==> src/rtl/global_buffer_param.sv <==
// Width constants shared by the global buffer tile and its processor-side endpoint.
package global_buffer_param;
   localparam int BANK_DATA_WIDTH = 64;
   localparam int BANK_STRB_WIDTH = BANK_DATA_WIDTH / 8;
   localparam int GLB_ADDR_WIDTH  = 19;
endpackage

==> src/rtl/global_buffer_pkg.sv <==
// Packet chain field layouts and the processor read FSM state encoding.
package global_buffer_pkg;
   import global_buffer_param::*;

   typedef struct packed {
      logic                       wr_en;
      logic [BANK_STRB_WIDTH-1:0] wr_strb;
      logic [GLB_ADDR_WIDTH-1:0]  wr_addr;
      logic [BANK_DATA_WIDTH-1:0] wr_data;
   } wr_packet_t;

   typedef struct packed {
      logic                      rd_en;
      logic [GLB_ADDR_WIDTH-1:0] rd_addr;
   } rdrq_packet_t;

   typedef struct packed {
      logic [BANK_DATA_WIDTH-1:0] rd_data;
      logic                       rd_data_valid;
   } rdrs_packet_t;

   typedef struct packed {
      wr_packet_t   wr;
      rdrq_packet_t rdrq;
      rdrs_packet_t rdrs;
   } packet_t;

   typedef enum logic {
      RD_IDLE = 1'b0,
      RD_WAIT = 1'b1
   } proc_rd_state_e;
endpackage

==> src/rtl/glb_proc_packet_initiator_if.sv <==
// Processor request/response signals plus the east-side packet chain pair of the initiator.
interface glb_proc_packet_initiator_if;
   import global_buffer_param::*;
   import global_buffer_pkg::*;

   logic                       proc_wr_en;
   logic [BANK_STRB_WIDTH-1:0] proc_wr_strb;
   logic [GLB_ADDR_WIDTH-1:0]  proc_wr_addr;
   logic [BANK_DATA_WIDTH-1:0] proc_wr_data;
   logic                       proc_rd_en;
   logic [GLB_ADDR_WIDTH-1:0]  proc_rd_addr;
   logic                       proc_rd_ready;
   logic [BANK_DATA_WIDTH-1:0] proc_rd_data;
   logic                       proc_rd_data_valid;
   logic                       proc_rd_err;
   logic                       proc_rd_stray;
   packet_t                    packet_esto;
   packet_t                    packet_esti;

   // slave: the initiator itself; master: the processor / chain model driving it
   modport slave (
      input  proc_wr_en, proc_wr_strb, proc_wr_addr, proc_wr_data,
      input  proc_rd_en, proc_rd_addr, packet_esti,
      output proc_rd_ready, proc_rd_data, proc_rd_data_valid, proc_rd_err,
      output proc_rd_stray, packet_esto
   );

   modport master (
      output proc_wr_en, proc_wr_strb, proc_wr_addr, proc_wr_data,
      output proc_rd_en, proc_rd_addr, packet_esti,
      input  proc_rd_ready, proc_rd_data, proc_rd_data_valid, proc_rd_err,
      input  proc_rd_stray, packet_esto
   );
endinterface

==> src/rtl/glb_proc_rd_timer.sv <==
// Saturating wait-cycle counter: clr restarts at 0, en counts up, expire flags LIMIT-1 while enabled.
// Registered count, combinational expire; no backpressure.
module glb_proc_rd_timer #(
   parameter int LIMIT = 1024
) (
   input  logic clk,
   input  logic reset,
   input  logic clr,
   input  logic en,
   output logic expire
);
   localparam int CNT_W = (LIMIT > 2) ? $clog2(LIMIT) : 1;
   localparam logic [CNT_W-1:0] CNT_MAX = CNT_W'(LIMIT - 1);

   logic [CNT_W-1:0] count_q;

   always_ff @(posedge clk) begin
      if (reset || clr) begin
         count_q <= '0;
      end else if (en && (count_q != CNT_MAX)) begin
         count_q <= count_q + 1'b1;
      end
   end

   assign expire = en && (count_q == CNT_MAX);
endmodule

==> src/rtl/glb_proc_packet_initiator.sv <==
// Processor endpoint of the packet chain: writes/reads -> packet_esto (1 cycle), responses -> proc (1 cycle).
// Writes never stall; one read outstanding, proc_rd_ready low while waiting. Optional timeout: GLB_PROC_RD_TIMEOUT_EN.
module glb_proc_packet_initiator
   import global_buffer_param::*;
   import global_buffer_pkg::*;
#(
   parameter int RD_TIMEOUT = 1024
) (
   input logic                         clk,
   input logic                         reset,
   glb_proc_packet_initiator_if.slave  bus
);
   proc_rd_state_e state_q, state_d;

   wr_packet_t                 wr_d;
   rdrq_packet_t               rdrq_d;
   packet_t                    esto_q;
   logic                       rd_issue;
   logic                       rsp_take;
   logic                       rsp_stray;
   logic                       rd_expire;
   logic                       timer_expire;
   logic                       rsp_vld;
   logic [BANK_DATA_WIDTH-1:0] rd_data_q;
   logic                       rd_vld_q;
   logic                       rd_stray_q;
   logic                       unused_esti;

   assign rsp_vld     = bus.packet_esti.rdrs.rd_data_valid;
   assign unused_esti = ^{bus.packet_esti.wr, bus.packet_esti.rdrq};

   always_ff @(posedge clk) begin
      if (reset) begin
         state_q <= RD_IDLE;
      end else begin
         state_q <= state_d;
      end
   end

   // A response in the timeout cycle takes priority over the forced error.
   always_comb begin
      state_d   = state_q;
      rd_issue  = 1'b0;
      rsp_take  = 1'b0;
      rsp_stray = 1'b0;
      rd_expire = 1'b0;
      case (state_q)
         RD_IDLE: begin
            rsp_stray = rsp_vld;
            if (bus.proc_rd_en) begin
               rd_issue = 1'b1;
               state_d  = RD_WAIT;
            end
         end
         RD_WAIT: begin
            if (rsp_vld) begin
               rsp_take = 1'b1;
               state_d  = RD_IDLE;
            end else if (timer_expire) begin
               rd_expire = 1'b1;
               state_d   = RD_IDLE;
            end
         end
         default: state_d = RD_IDLE;
      endcase
   end

   always_comb begin
      wr_d   = '0;
      rdrq_d = '0;
      if (bus.proc_wr_en) begin
         wr_d.wr_en   = 1'b1;
         wr_d.wr_strb = bus.proc_wr_strb;
         wr_d.wr_addr = bus.proc_wr_addr;
         wr_d.wr_data = bus.proc_wr_data;
      end
      if (rd_issue) begin
         rdrq_d.rd_en   = 1'b1;
         rdrq_d.rd_addr = bus.proc_rd_addr;
      end
   end

   always_ff @(posedge clk) begin
      if (reset) begin
         esto_q     <= '0;
         rd_data_q  <= '0;
         rd_vld_q   <= 1'b0;
         rd_stray_q <= 1'b0;
      end else begin
         esto_q.wr   <= wr_d;
         esto_q.rdrq <= rdrq_d;
         esto_q.rdrs <= '0;
         rd_vld_q    <= rsp_take | rd_expire;
         rd_stray_q  <= rsp_stray;
         if (rsp_take) begin
            rd_data_q <= bus.packet_esti.rdrs.rd_data;
         end else if (rd_expire) begin
            rd_data_q <= '0;
         end
      end
   end

`ifdef GLB_PROC_RD_TIMEOUT_EN
   logic rd_err_q;
   logic rd_waiting;

   assign rd_waiting = (state_q == RD_WAIT);

   glb_proc_rd_timer #(
      .LIMIT (RD_TIMEOUT)
   ) u_rd_timer (
      .clk    (clk),
      .reset  (reset),
      .clr    (rd_issue),
      .en     (rd_waiting),
      .expire (timer_expire)
   );

   always_ff @(posedge clk) begin
      if (reset) begin
         rd_err_q <= 1'b0;
      end else begin
         rd_err_q <= rd_expire;
      end
   end

   assign bus.proc_rd_err = rd_err_q;
`else
   logic unused_rd_timeout;

   assign unused_rd_timeout = (RD_TIMEOUT != 0);
   assign timer_expire      = 1'b0;
   assign bus.proc_rd_err   = 1'b0;
`endif

   assign bus.proc_rd_ready      = (state_q == RD_IDLE);
   assign bus.proc_rd_data       = rd_data_q;
   assign bus.proc_rd_data_valid = rd_vld_q;
   assign bus.proc_rd_stray      = rd_stray_q;
   assign bus.packet_esto        = esto_q;
endmodule

==> src/flat_wrapper.sv <==
// flat-port wrapper written by rule: the top's interface ports become plain ports
module glb_proc_packet_initiator_flat import global_buffer_param::*; import global_buffer_pkg::*;
#(
   parameter int RD_TIMEOUT = 1024
)
  (clk, reset, bus_proc_wr_en, bus_proc_wr_strb, bus_proc_wr_addr, bus_proc_wr_data, bus_proc_rd_en, bus_proc_rd_addr, bus_packet_esti, bus_proc_rd_ready, bus_proc_rd_data, bus_proc_rd_data_valid, bus_proc_rd_err, bus_proc_rd_stray, bus_packet_esto);
  glb_proc_packet_initiator_if bus_i ();
  input logic clk;
  input logic reset;
  input wire logic [$bits(bus_i.proc_wr_en)-1:0] bus_proc_wr_en;
  input wire logic [$bits(bus_i.proc_wr_strb)-1:0] bus_proc_wr_strb;
  input wire logic [$bits(bus_i.proc_wr_addr)-1:0] bus_proc_wr_addr;
  input wire logic [$bits(bus_i.proc_wr_data)-1:0] bus_proc_wr_data;
  input wire logic [$bits(bus_i.proc_rd_en)-1:0] bus_proc_rd_en;
  input wire logic [$bits(bus_i.proc_rd_addr)-1:0] bus_proc_rd_addr;
  input wire logic [$bits(bus_i.packet_esti)-1:0] bus_packet_esti;
  output wire logic [$bits(bus_i.proc_rd_ready)-1:0] bus_proc_rd_ready;
  output wire logic [$bits(bus_i.proc_rd_data)-1:0] bus_proc_rd_data;
  output wire logic [$bits(bus_i.proc_rd_data_valid)-1:0] bus_proc_rd_data_valid;
  output wire logic [$bits(bus_i.proc_rd_err)-1:0] bus_proc_rd_err;
  output wire logic [$bits(bus_i.proc_rd_stray)-1:0] bus_proc_rd_stray;
  output wire logic [$bits(bus_i.packet_esto)-1:0] bus_packet_esto;
  assign bus_i.proc_wr_en = bus_proc_wr_en;
  assign bus_i.proc_wr_strb = bus_proc_wr_strb;
  assign bus_i.proc_wr_addr = bus_proc_wr_addr;
  assign bus_i.proc_wr_data = bus_proc_wr_data;
  assign bus_i.proc_rd_en = bus_proc_rd_en;
  assign bus_i.proc_rd_addr = bus_proc_rd_addr;
  assign bus_i.packet_esti = bus_packet_esti;
  assign bus_proc_rd_ready = bus_i.proc_rd_ready;
  assign bus_proc_rd_data = bus_i.proc_rd_data;
  assign bus_proc_rd_data_valid = bus_i.proc_rd_data_valid;
  assign bus_proc_rd_err = bus_i.proc_rd_err;
  assign bus_proc_rd_stray = bus_i.proc_rd_stray;
  assign bus_packet_esto = bus_i.packet_esto;
  glb_proc_packet_initiator #(.RD_TIMEOUT(RD_TIMEOUT)) u_core (.clk(clk), .reset(reset), .bus(bus_i));
endmodule
==> config.mk <==
export PLATFORM = sky130hd
export DESIGN_NAME = glb_proc_packet_initiator_flat
export DESIGN_NICKNAME = d
export VERILOG_FILES = /design/src/rtl/global_buffer_param.sv /design/src/rtl/global_buffer_pkg.sv /design/src/rtl/glb_proc_packet_initiator_if.sv /design/src/rtl/glb_proc_rd_timer.sv /design/src/rtl/glb_proc_packet_initiator.sv /design/src/flat_wrapper.sv
export SDC_FILE = /design/constraint.sdc
export NUM_CORES = 1
export LEC_CHECK = 0
export CAP_MARGIN = 20
export CORE_AREA = 2 2 209 211
export CTS_BUF_LIST = sky130_fd_sc_hd__clkbuf_2
export CTS_CLUSTER_DIAMETER = 120
export DETAILED_ROUTE_END_ITERATION = 10
export DIE_AREA = 0 0 211 213
export PLACE_DENSITY = 0.4
export SLEW_MARGIN = 20
export SYNTH_ARGS = -nofsm -noshare
export SYNTH_HDL_FRONTEND = slang
export SYNTH_SLANG_ARGS = --single-unit
==> constraint.sdc <==
create_clock -name clk -period 1.3 [get_ports clk]
set_clock_uncertainty 0.1 [all_clocks]
set_input_delay 0.13 -clock clk [delete_from_list [all_inputs] [get_ports clk]]
set_output_delay 0.13 -clock clk [all_outputs]
set_load 0.05 [all_outputs]
==> results.py, run 1 <==
metrics = {
    "place": {
        "hpwlAfterDp_um": 16500,
        "pre_cts_slack_ns": -0.106,
        "place_inst": 1476,
        "io_buffers": 357,
        "gp_congestion": 0.675,
    },
    "logic_synthesis": {
        "synthCells": 607,
        "synthTopCellsByArea": "dfxtp_1, and2_1, buf_4",
        "synth_top_area_cell": "dfxtp_1",
        "yosysWarningCount": 0,
        "synth_area_per_cell_um2": 10.7,
        "yosysSeqAreaShare_pct": 55.2,
        "yosys.area.top_type_share_pct": 55.2,
        "synth-seq-cells": 179,
        "synth.cell_area_um2": 6490,
        "ys_types": 20,
    },
    "outcome": {
        "haltStage": "clock tree synthesis (4_1_cts)",
        "status": "stopped before the end",
        "firstError": "[ERROR RSZ-0060] Max buffer count reached.",
    },
    "clock_tree": {
        "clockRootBuffer": "clkbuf_2",
        "max-clock-path-buffers": 2,
        "hold_buffers": 303,
        "cts_buffers": 17,
        "htreeDepth": 4,
        "post_cts_buffers": 3,
        "cts_sinks": 179,
        "cts_resized": 190,
    },
    "die": {
        "fp-row-count": 76,
        "initial_core_util_pct": 15.2,
        "io_pins": 536,
        "die_height_um": 213,
        "die_w_um": 211,
    },
}
==> Yosys cell counts (all sizes together) <==
library cell and instances:
a21bo 64, a21oi 65, and2 110, buf 103, clkbuf 13, conb 1, dfxtp 179, inv 1
nand2 1, nand2b 2, nand3 64, nor2 1, nor2b 1, nor3b 2
==> stage by stage <==
step / instance area, um^2 / utilization [%] / hold WS [ns] / TNS [ns]
after global placement: 12200 / 28.6 / 0.471 / -3.69
after floorplan: 6730 / - / 0.152 / 0
after detailed placement: 12200 / 28.6 / 0.464 / -4.67
==> cells by family after synthesis <==
group	share of synthesized area, %
simple gates	16.3
flops	55.2
compound gates	16.3
buf+inv	12.1
other cells	0.0578
==> run 2: changes to the inputs <==
--- a/config.mk
+++ b/config.mk
@@ -6,12 +6,10 @@
 export NUM_CORES = 1
 export LEC_CHECK = 0
 export CAP_MARGIN = 20
-export CORE_AREA = 2 2 209 211
-export CTS_BUF_LIST = sky130_fd_sc_hd__clkbuf_2
-export CTS_CLUSTER_DIAMETER = 120
+export CORE_AREA = 2 2 207 209
 export DETAILED_ROUTE_END_ITERATION = 10
-export DIE_AREA = 0 0 211 213
-export PLACE_DENSITY = 0.4
+export DIE_AREA = 0 0 209 211
+export PLACE_DENSITY_LB_ADDON = 0.15
 export SLEW_MARGIN = 20
 export SYNTH_ARGS = -nofsm -noshare
 export SYNTH_HDL_FRONTEND = slang
==> run 2 against run 1 <==
  * The flow now finishes, with violations (negative setup slack)
  * Synthesized cell count is the same
  * Synthesized area is the same
==> results.py, run 2 <==
metrics = {
    "outcome": {
        "status": "finished with violations",
        "violations": "negative setup slack",
    },
    "finish": {
        "layout-drive-gt1-share_pct": 41.4,
        "final_cell_mix": "buf_12, clkdlybuf4s50_1, and2_1",
        "largest_register_ffs": 112,
        "fin_area_um2": 13300,
        "utilization_pct": 31.9,
        "mostFrequentLayoutCell": "buf_12",
        "syn_to_final_growth_pct": 105,
        "nets": 1253,
    },
    "logic_synthesis": {
        "ys_types": 20,
        "yosysSeqAreaShare_pct": 55.2,
        "muxShareOfSynthArea_pct": 0,
        "synth_top_family_by_area": "simple AND/OR/NAND/NOR gates",
        "synthSimpleGateAreaFrac_pct": 16.3,
        "synth_xor_area_share_pct": 0,
        "synth_edf_count": 0,
        "yosys.area.top_type_share_pct": 55.2,
        "synth_compound_area_share_pct": 16.3,
        "synthAdderAreaFrac_pct": 0,
        "post-synth-top-count-cell": "dfxtp_1",
        "synth_top_area_cell": "dfxtp_1",
        "synth_common_cells": "dfxtp_1, and2_1, buf_4",
        "synth_area_per_cell_um2": 10.7,
        "synth-seq-cells": 179,
        "ys.flop_type": "dfxtp_1",
        "synthCells": 607,
        "synth.cell_area_um2": 6490,
        "async_reset_ff_share_pct": 0,
        "yosysWarningCount": 0,
        "synthTopCellsByArea": "dfxtp_1, and2_1, buf_4",
    },
    "clock_tree": {
        "path_clk_slew_ns": 0.07,
        "cts_buffers": 17,
        "htreeDepth": 4,
        "cts_sinks": 179,
        "max-clock-path-buffers": 2,
        "clockRootBuffer": "clkbuf_16",
        "cts_tree": "built",
        "clock_latency_ns": 0.48,
    },
    "die": {
        "coreArea_um2": 41800,
        "die_height_um": 211,
        "fp-row-count": 75,
        "initial_core_util_pct": 15.5,
        "io_pins": 536,
        "die_w_um": 209,
        "fp.dieArea_um2": 44100,
    },
    "run": {
        "maxCapViolCount": 0,
    },
    "route": {
        "routed_wl_um": 23000,
        "first_iter_violations": 145,
        "drc": 0,
        "via_per_inst": 3.48,
        "ant_nets": 0,
        "vias": 5266,
        "dr.pass1.iters": 4,
        "routedWlPerCell_um": 15.2,
    },
    "grt": {
        "antenna_found_initial": 3,
        "met2_usage_pct": 16.0,
        "grt_pass1_wl_um": 32600,
        "track_usage_pct": 10.3,
        "met1_usage_pct": 10.9,
        "grt_pass1_vias": 5179,
        "grt_use_met3_pct": 7.18,
        "grt_overflow": 0,
        "grt_max_degree": 52,
        "busiest_layer": "met2",
    },
    "min_path": {
        "min_path_type": "in2reg",
        "worstHoldStart": "bus_proc_wr_strb[0]",
    },
    "setup_path": {
        "critPathTopFamily": "flip-flops",
        "crit_chain": "buf_12 -> clkinv_4 -> buf_8",
        "path_class": "reg2out",
        "crit_fanout": 2,
        "critPathCaptureType": "output pin",
        "startpoint": "u_core.state_q$_SDFF_PP0_",
        "cpPeakStageDelay_ns": 0.37,
        "path_buf_inv": 3,
        "crit_path_start_kind": "flop",
        "reg2reg_from": "u_core.state_q$_SDFF_PP0_",
        "worstPathArrival_ns": 1.14,
        "cp_slowest_cell": "dfxtp_4",
        "worstPathRequired_ns": 1.07,
    },
    "place": {
        "place_area_um2": 12300,
        "hpwlAfterDp_um": 16500,
        "gp_congestion": 0.681,
        "io_buffers": 357,
    },
    "sta": {
        "finalHoldViolations": 0,
        "setup_viol": 51,
        "fmax_mhz": 731,
        "post-route-period-util_pct": 105,
        "min_period_ns": 1.37,
        "rsz0062_at_grt": "true",
        "final_max_slew_viol_count": 0,
        "worst_slack_ns": -0.0680,
        "timing.hold.ws_ns": 0.0941,
    },
    "power_and_ir_drop": {
        "fin_total_pwr_w": 0.0150,
        "p_leak_nw": 5.17,
        "peakVddDrop_v": 0.00107,
        "cellPowerDensity_nw_per_um2": 1130,
    },
}
-- run 2: cell counts after synthesis --
No cell type changed its count.
-- run 2: power breakdown --
group | switching [W] | internal, W
Sequential | 0.000186 | 0.00572
Clock | 0.00246 | 0.00327
Combinational | 0.00174 | 0.00162
Total | 0.00438 | 0.0106
-- run 2: area by class of cell --
cell class,instances,area (um^2)
Timing Repair Buffer,387,5880
Multi-Input combinational cell,376,2440
Clock inverter,12,178
Antenna cell,1,2.50
Clock buffer,20,447
Tap cell,539,674
Fill cell,4190,28400
Sequential cell,179,3690
Inverter,1,8.76
-- run 2: what timing repair did --
action,4_1_cts,5_1_grt
setup endpoints to repair,74,75
gates resized for setup,86,30
endpoints found under the hold margin,6,0
setup buffers,4,1
hold buffers,2,0
cloned,1,5
-- run 2: kinds of logic (layout without fill, tap and decap cells) --
group,Yosys count,in the layout
AND/OR/NAND/NOR,181,181
buffers and inverters,117,420
other,1,67
flip-flops,179,179
AO/OA/AOI/OAI,129,129
-- run 2: per-stage QoR --
stage | worst slack, ns | TNS [ns] | instances
detailed placement | -0.107 | -3.46 | 1469
global route | -0.150 | -5.18 | 1514
finish | -0.0680 | -1.40 | 1515
floorplan | 0.0500 | 0 | 672
CTS | -0.157 | -2.80 | 1508
global placement | -0.115 | -4.11 | 1469
-- run 2: worst reg2reg max path, cell delays in order (launching register included) --
cell	delay [ns]
dfxtp_4	0.36
buf_4	0.16
buf_12	0.16
nor3b_4	0.22
buf_12	0.17
and2_1	0.13
-- run 2: worst paths after layout --
kind | endpoint | slack, ns | cells past startpoint
max reg2reg | u_core.bus.packet_esto[74]$_SDFF_PP0_ | -0.05 | 5
min reg2reg | u_core.bus.proc_rd_data[11]$_SDFFE_PP0P_ | 0.50 | 2
min | u_core.bus.packet_esto[168]$_SDFF_PP0_ | 0.09 | 2
max | bus_proc_rd_ready | -0.07 | 3
-- run 2: per-layer routing --
metal  vias up  wire [um]
li1       2585          -
met3        29       2790
met4         4        352
met5         -         20
met1      2401       8880
met2       247      11000
No activity file was read; power rests on OpenSTA's default activity.
==> run 3: changes to the inputs <==
--- a/config.mk
+++ b/config.mk
@@ -6,9 +6,9 @@
 export NUM_CORES = 1
 export LEC_CHECK = 0
 export CAP_MARGIN = 20
-export CORE_AREA = 2 2 207 209
+export CORE_AREA = 2 2 209 211
 export DETAILED_ROUTE_END_ITERATION = 10
-export DIE_AREA = 0 0 209 211
+export DIE_AREA = 0 0 211 213
 export PLACE_DENSITY_LB_ADDON = 0.15
 export SLEW_MARGIN = 20
 export SYNTH_ARGS = -nofsm -noshare
==> run 3 against run 2 <==
  * The run still ends with negative setup slack left
  * Sequential share of layout area up 0.53 points
  * Final area down 1.5%
  * Sequential cell count unchanged
  * Combinational power down 2%
  * Worst setup slack better by 0.0012 ns
  * Sequential power about the same
  * Critical path depth unchanged
  * Non-clock buffer count down 3
  * Utilization down 1.2 points
  * Largest cell class unchanged
==> results.py, run 3 (synthesis results as in run 2) <==
metrics = {
    "sta": {
        "fin_tns_setup_ns": -0.303,
        "min_period_ns": 1.37,
        "setup_viol": 10,
        "worst_slack_ns": -0.0668,
        "post-route-period-util_pct": 105,
        "finalHoldViolations": 0,
        "rsz0062_at_grt": "true",
        "final_max_slew_viol_count": 0,
        "fmax_mhz": 732,
    },
    "grt": {
        "grt_pass1_vias": 5169,
        "grt_max_degree": 51,
        "track_usage_pct": 10.4,
        "grt_pass1_wl_um": 33100,
        "antenna_found_initial": 0,
        "grt_overflow": 0,
    },
    "setup_path": {
        "worstPathRequired_ns": 1.07,
        "crit_fanout": 2,
        "path_class": "reg2out",
        "ff2ff_setup_slack_ns": -0.04,
        "worstPathArrival_ns": 1.14,
        "startpoint": "u_core.state_q$_SDFF_PP0_",
        "critPathCaptureType": "output pin",
        "reg2reg_from": "u_core.state_q$_SDFF_PP0_",
        "crit_chain": "buf_12 -> clkinv_4 -> buf_8",
        "path_buf_inv": 3,
        "crit_path_start_kind": "flop",
        "cpPeakStageDelay_ns": 0.36,
        "cp_slowest_cell": "dfxtp_4",
        "critPathTopFamily": "flip-flops",
    },
    "route": {
        "routedWlPerCell_um": 15.2,
        "wl_met3_um": 2720,
        "drc": 0,
        "wl_met1_um": 9120,
        "first_iter_violations": 145,
        "top_layer": "met4",
        "via_per_inst": 3.41,
        "dr.pass1.iters": 4,
        "vias": 5172,
        "routed_wl_um": 23100,
        "ant_nets": 0,
        "wl_met2_um": 10800,
    },
    "power_and_ir_drop": {
        "p_leak_nw": 5.12,
        "cellPowerDensity_nw_per_um2": 1130,
        "fin_total_pwr_w": 0.0148,
        "peakVddDrop_v": 0.00104,
    },
    "place": {
        "io_buffers": 357,
        "pre_cts_slack_ns": -0.112,
        "hpwlAfterDp_um": 16800,
        "place_inst": 1479,
        "place_area_um2": 12200,
        "gp_congestion": 0.666,
    },
    "die": {
        "die_height_um": 213,
        "io_pins": 536,
        "coreArea_um2": 42700,
        "fp-row-count": 76,
        "die_w_um": 211,
        "initial_core_util_pct": 15.2,
        "fp.dieArea_um2": 44900,
    },
    "run": {
        "maxCapViolCount": 0,
    },
    "finish": {
        "nets": 1250,
        "syn_to_final_growth_pct": 102,
        "fin_cells": 1518,
        "n_fill_cell": 4340,
        "multiInputGateArea_um2": 2370,
        "mostFrequentLayoutCell": "buf_12",
        "final_cell_mix": "buf_12, clkdlybuf4s50_1, and2_1",
        "largest_register_ffs": 112,
        "layout-drive-gt1-share_pct": 40.8,
        "seqCellArea_um2": 3710,
        "diodes": 0,
        "fin_area_um2": 13100,
    },
    "outcome": {
        "status": "finished with violations",
        "violations": "negative setup slack",
    },
    "clock_tree": {
        "cts_sinks": 179,
        "path_clk_slew_ns": 0.07,
        "cts_tree": "built",
        "max-clock-path-buffers": 2,
        "clockRootBuffer": "clkbuf_16",
        "htreeDepth": 4,
        "cts_buffers": 17,
        "clock_latency_ns": 0.48,
    },
    "min_path": {
        "worstHoldStart": "bus_proc_wr_data[21]",
        "min_path_type": "in2reg",
    },
}
-- run 3: cell types whose count changed in the layout (fill, tap and decap cells not counted), sizes merged --
cell	change
inv	+1
buf	-1
diode	-1
bufinv	-1
clkinv	+1
bufbuf	+1
clkbuf	-4
-- run 3: through the flow --
stage / util (%) / hold slack, ns
2_1_floorplan: - / 0.152
4_1_cts: 30.6 / 0.0279
3_3_place_gp: 28.7 / 0.405
6_report: 30.7 / 0.0888
3_5_place_dp: 28.7 / 0.401
5_1_grt: 30.7 / 0.0433
-- run 3: area by class of cell --
| type | instances | share of cell area (%) |
|---|---|---|
| tap | 546 | 5.21 |
| clock inverter | 13 | 1.31 |
| inverter | 1 | 0.0668 |
| multi-input combinational | 376 | 18.1 |
| sequential | 179 | 28.3 |
| clock buffer | 19 | 3.45 |
| timing repair buffer | 384 | 43.6 |
-- run 3: what timing repair did --
item | 4_1_cts | 5_1_grt
hold endpoints to repair | 4 | 0
gates cloned | 1 | 2
hold buffers | 2 | 0
resized for setup | 82 | 20
buffers inserted | 2 | 0
setup endpoints to repair | 76 | 62
-- run 3: metal layers --
metal  track usage [%]  up-vias
met3              6.91       22
met1              11.3     2353
met5                 0        -
met2              15.8      233
li1                  -     2564
met4              4.23        0
-- run 3: worst paths after layout --
| kind | end | cells after the start |
|---|---|---|
| worst max-delay path | bus_proc_rd_ready | 3 |
| worst min-delay path | u_core.bus.packet_esto[106]$_SDFF_PP0_ | 2 |
| worst max register to register | u_core.bus.proc_rd_data[48]$_SDFFE_PP0P_ | 4 |
| worst min register to register | u_core.bus.proc_rd_data[12]$_SDFFE_PP0P_ | 2 |
-- run 3: power by group --
part | leakage (nW) | total [W] | internal (W) | switching (W)
clock network | 0.301 | 0.00565 | 0.00315 | 0.00250
registers | 1.51 | 0.00590 | 0.00572 | 0.000186
logic | 3.31 | 0.00328 | 0.00155 | 0.00172
total | 5.12 | 0.0148 | 0.0104 | 0.00441
